## src/rtl/pc_unit.sv

```systemverilog
// ============================================================================
// Module   : pc_unit
// Brief    : Fetch-stage program counter with prioritised redirects
//            (flush over branch), fetch-ready handshake, capture of redirects
//            that arrive while held, and target-alignment checking.
// Revision : 1.0 - initial release
// ============================================================================
`default_nettype none

module pc_unit #(
  parameter int unsigned            ADDR_W       = 32,
  parameter logic [ADDR_W-1:0]      RESET_VECTOR = 32'h00000000,
  parameter int unsigned            STEP         = 4,
  parameter int unsigned            ALIGN_BITS   = 2,
  parameter int unsigned            STALL_W      = 6
) (
  input  logic                clk,
  input  logic                rst,
  input  logic [STALL_W-1:0]  stall,
  input  logic                fetch_ready,
  input  logic                branch_flag_i,
  input  logic [ADDR_W-1:0]   branch_target_address_i,
  input  logic                flush_i,
  input  logic [ADDR_W-1:0]   flush_target_i,
  output logic [ADDR_W-1:0]   pc,
  output logic                ce,
  output logic                misalign_o
);

  localparam logic [ADDR_W-1:0] c_low_mask = ADDR_W'((64'd1 << ALIGN_BITS) - 64'd1);
  localparam logic [ADDR_W-1:0] c_step     = ADDR_W'(STEP);

  logic [ADDR_W-1:0] r_pc;
  logic              r_ce;
  logic              r_misalign;
  logic              r_pend_v;
  logic [ADDR_W-1:0] r_pend_addr;

  logic              w_adv;
  logic              w_req_v;
  logic [ADDR_W-1:0] w_req;
  logic [ADDR_W-1:0] w_req_aligned;
  logic              w_req_misaligned;

  // Upper stall bits belong to other pipeline stages.
  generate
    if (STALL_W > 1) begin : g_stall_unused
      logic w_unused_stall;
      assign w_unused_stall = &{1'b0, stall[STALL_W-1:1]};
    end
  endgenerate

  always_comb begin
    w_adv            = r_ce & ~stall[0] & fetch_ready;
    w_req_v          = r_ce & (flush_i | branch_flag_i);
    w_req            = flush_i ? flush_target_i : branch_target_address_i;
    w_req_aligned    = w_req & ~c_low_mask;
    w_req_misaligned = |(w_req & c_low_mask);
  end

  always_ff @(posedge clk) begin
    if (rst) begin
      r_ce        <= 1'b0;
      r_pc        <= RESET_VECTOR;
      r_misalign  <= 1'b0;
      r_pend_v    <= 1'b0;
      r_pend_addr <= '0;
    end else begin
      r_ce       <= 1'b1;
      r_misalign <= w_req_v & w_req_misaligned;
      if (w_adv) begin
        if (w_req_v) begin
          r_pc <= w_req_aligned;
        end else if (r_pend_v) begin
          r_pc <= r_pend_addr;
        end else begin
          r_pc <= r_pc + c_step;
        end
        r_pend_v <= 1'b0;
      end else if (w_req_v) begin
        // Newest redirect replaces any older one still waiting.
        r_pend_v    <= 1'b1;
        r_pend_addr <= w_req_aligned;
      end
    end
  end

  assign pc         = r_pc;
  assign ce         = r_ce;
  assign misalign_o = r_misalign;

endmodule

`default_nettype wire

```

## config.mk

```make
export PLATFORM = sky130hd
export DESIGN_NAME = pc_unit
export DESIGN_NICKNAME = d
export VERILOG_FILES = /design/src/rtl/pc_unit.sv
export SDC_FILE = /design/constraint.sdc
export NUM_CORES = 1
export LEC_CHECK = 0
export CAP_MARGIN = 40
export CORE_ASPECT_RATIO = 1.2
export CORE_MARGIN = 10
export CORE_UTILIZATION = 25
export DETAILED_ROUTE_END_ITERATION = 8
export PLACE_DENSITY = 0.57
export SLEW_MARGIN = 20
export SYNTH_ARGS = -nofsm -noshare
export SYNTH_HDL_FRONTEND = slang
export SYNTH_SLANG_ARGS = --single-unit
```

## constraint.sdc

```tcl
create_clock -name clk -period 2.3 [get_ports clk]
set_clock_uncertainty 0.2 [all_clocks]
set_input_delay 0.23 -clock clk [delete_from_list [all_inputs] [get_ports clk]]
set_output_delay 0.23 -clock clk [all_outputs]
set_load 0.05 [all_outputs]
```

==> flow_summary_export.csv, run 1 <==
group,metric,value,unit
clock_tree,cts_buffers,9,
worst_setup_path,crit_type,"reg2reg",
route,drt_wl_total,13.79,mm
clock_tree,clk_path_buf_depth,2,
worst_setup_path,end_kind,"flip-flop",
route,met2_length,6.944,mm
sta,slew-limit-headroom,63.17,%
floorplan,die_x,132.3,um
global_route,antenna_found_initial,0,
layout,nFillCells,1535,
sta,finalSetupTns,0,ns
route,via_per_inst,5.139,
status,status,"finished clean",
clock_tree,ctsResizeCount,0,
worst_setup_path,crit_required,2.32,ns
sta,setup_ws,0.1612,ns
route,vias,4132,
clock_tree,cts.sink_count,63,
synthesis,synth_seq_cells,63,
synthesis,synth-edff-count,0,
sta,setup_viol,0,
global_route,grt_overflow_total,0,
clock_tree,cts_tree,"done",
route,wl_met1,5.786,mm
worst_hold_path,hp-start,"flush_i",
synthesis,yosysWarnings,0,
power_and_ir_drop,p_leak,0.001993,uW
route,drc_errors,0,
route,wl_met3,843,um
layout,final_util,37.34,%
global_route,grt_pass1_vias,4173,
synthesis,synthCells,479,
sta,period_needed,2.139,ns
sta,clock.fmax,0.4676,GHz
worst_setup_path,reg2reg_depth,5,
worst_setup_path,slowest_delay,0.58,ns
global_route,grt_pass1_wl,21.85,mm
placed_design,gp_congestion,0.8194,
route,first_pass_iters,8,
worst_setup_path,path_max_fanout,8,
clock_tree,clock_latency,0.33,ns
worst_setup_path,regToRegEndpoint,"pc[27]",
floorplan,die_area,20470,sq um
floorplan,std_cell_rows,49,
worst_setup_path,cp_top_family,"simple AND/OR/NAND/NOR gates",
sta,drv_slew,0,
worst_setup_path,rr_startpoint,"pc[14]",
worst_setup_path,r2r_slack,0.16,ns
run,cap_viol_max_count,0,
sta,hold_viol,0,
power_and_ir_drop,p_total,3307,uW
layout,diodes,0,
layout,drive_above_1_share,13.00,%
floorplan,fp.coreArea,14900,sq um
sta,worst_pin_slew,0.5507,ns
synthesis,syn_area_per_cell,7.896,sq um
global_route,grt_max_degree,36,
synthesis,ys_seq_area_share,33.34,%
placed_design,hpwl,10.58,mm
worst_hold_path,min_delay_worst_endpoint,"r_pend_addr[11]",
worst_hold_path,hold_path_depth,4,
global_route,grt_use_total,13.09,%
power_and_ir_drop,power_density,594.4,nW/um^2
sta,rsz0062_at_grt,"no",
placed_design,pre_cts_slack,0.1085,ns
synthesis,synthesis.area,3782,sq um
floorplan,io_pins,109,
layout,area_growth,47.07,%
layout,final_nets,671,
floorplan,die_h,154.7,um
worst_setup_path,worstSetupStartpointType,"flip-flop",
synthesis,async_flop_share,0,%
route,detail-route-antenna-nets,0,
route,wl_per_cell,17.15,um
clock_tree,cts_setup_buffers,0,
worst_setup_path,arrival,2.15,ns
power_and_ir_drop,ir_drop,464.1,uV
worst_setup_path,critPathSlowestCell,"or3_1",
synthesis,synth_cell_types,63,
floorplan,start_util,25.39,%
clock_tree,hold_buffers,0,
clock_tree,htreeDepth,3,
route,drt-initial-drc-count,245,
clock_tree,cts.clk_slew.worst_paths,0.06,ns
clock_tree,cts_root_buf,"clkbuf_16",
sta,min_period_over_period,92.99,%
worst_setup_path,cp.buffers_inverters,0,
synthesis,ys.flop_type,"dfxtp_1",
worst_hold_path,min_path_type,"in2reg",
worst_setup_path,crit_chain,"nand4_2, or3_1, o311ai_2, a21boi_1, a31o_1",
placed_design,io_buffers,101,
route,highest_layer,"met4",
[logic make-up after synthesis]
group           after synthesis  share of synthesized area, %
other cells                   1                       0.09914
flops                        63                         33.34
fa+ha+maj                     1                        0.3307
buf+inv                      49                         5.756
compound gates              159                         29.18
xor+xnor                      6                         1.389
mux                          17                         4.565
simple gates                183                         25.34
[layout by cell type (no fill, tap or decap), types with 15 or more instances in the layout]
cell             instances
clkdlybuf4s50_1         99
o21ai_0                 27
nand2_1                 38
o31a_1                  18
nor3_1                  15
dfxtp_1                 60
a21oi_1                 24
nand3b_1                15
o22ai_1                 17
buf_4                   41
mux2i_1                 15
nor2_1                  57
a211oi_1                17
[cell type report]
type	count	area [sq um]	share of cell area [%]
inverters	8	30.03	0.5398
clock buffers	12	266.5	4.791
clock inverters	4	52.55	0.9447
well taps	204	255.2	4.588
flip-flops and latches	63	1265	22.74
multi-input cells	368	2310	41.52
repair buffers	145	1384	24.88
[how the worst max path moves through the flow]
stage,depth (start not counted),endpoint,slack (ns),start
floorplan,6,pc[27],0.002,pc[11]
global placement,8,pc[12],0.1,branch_flag_i
detailed placement,8,pc[12],0.11,branch_flag_i
CTS,5,pc[27],0.15,pc[14]
global route,5,pc[18],0.01,pc[4]
finish,5,pc[27],0.16,pc[14]
[routing by layer]
layer,track usage (%),vias to the layer above
met5,0,-
li1,-,2036
met3,3.921,18
met1,14.87,1958
met2,23.08,120
met4,3.935,0
[flip-flops by register name, summed over array words and instances, names as in the netlist]
name         flops
ce               1
misalign_o       1
pc              30
r_pend_addr     30
r_pend_v         1
[worst register-to-register path, delay by kind of cell, from the launching register on]
family             cells  cell delay (ns)
AOI/OAI and AO/OA      3             0.62
and+or+nand+nor        2             0.79
DFF                    1             0.41
[power breakdown]
| part | switching (uW) | internal (uW) |
|---|---|---|
| Sequential | 53.6 | 1160 |
| Clock | 491 | 926 |
| Combinational | 359 | 316 |
[stage by stage]
stage / std cells / cell area, sq um / hold WS, ns
2_1_floorplan: 480 / 3790 / 0.1414
3_5_place_dp: 788 / 5244 / 0.2913
3_3_place_gp: 788 / 5244 / 0.2859
6_report: 804 / 5563 / 0.2567
4_1_cts: 804 / 5563 / 0.2547
5_1_grt: 804 / 5563 / 0.3122
[cells in the mapped netlist (4+ instances only)]
master,instances,area [sq um]
and4_1,4,35.03
o21a_1,5,37.54
o22ai_1,17,106.4
clkbuf_1,21,78.83
nand4_1,10,62.56
buf_2,12,60.06
dfxtp_1,63,1261
buf_1,4,15.01
xor2_1,5,43.79
nand2_1,38,142.6
o21ai_0,28,140.1
nand3b_1,15,112.6
nor2_1,58,217.7
a211oi_1,17,127.6
o211ai_1,10,75.07
o31ai_1,7,52.55
nand2b_1,4,25.02
nor3_1,15,75.07
inv_1,8,30.03
a21oi_1,24,120.1
o2bb2ai_1,7,61.31
o31a_1,18,157.7
nand3_1,13,65.06
mux2i_1,15,150.1
No activity file was read; power rests on OpenSTA's default activity.
==> run 2, diff against run 1 <==
- CTS_CLUSTER_DIAMETER: not set -> 40
==> results of run 2 <==
Same layout as run 1: the final DEF is identical, and so are final timing and power.
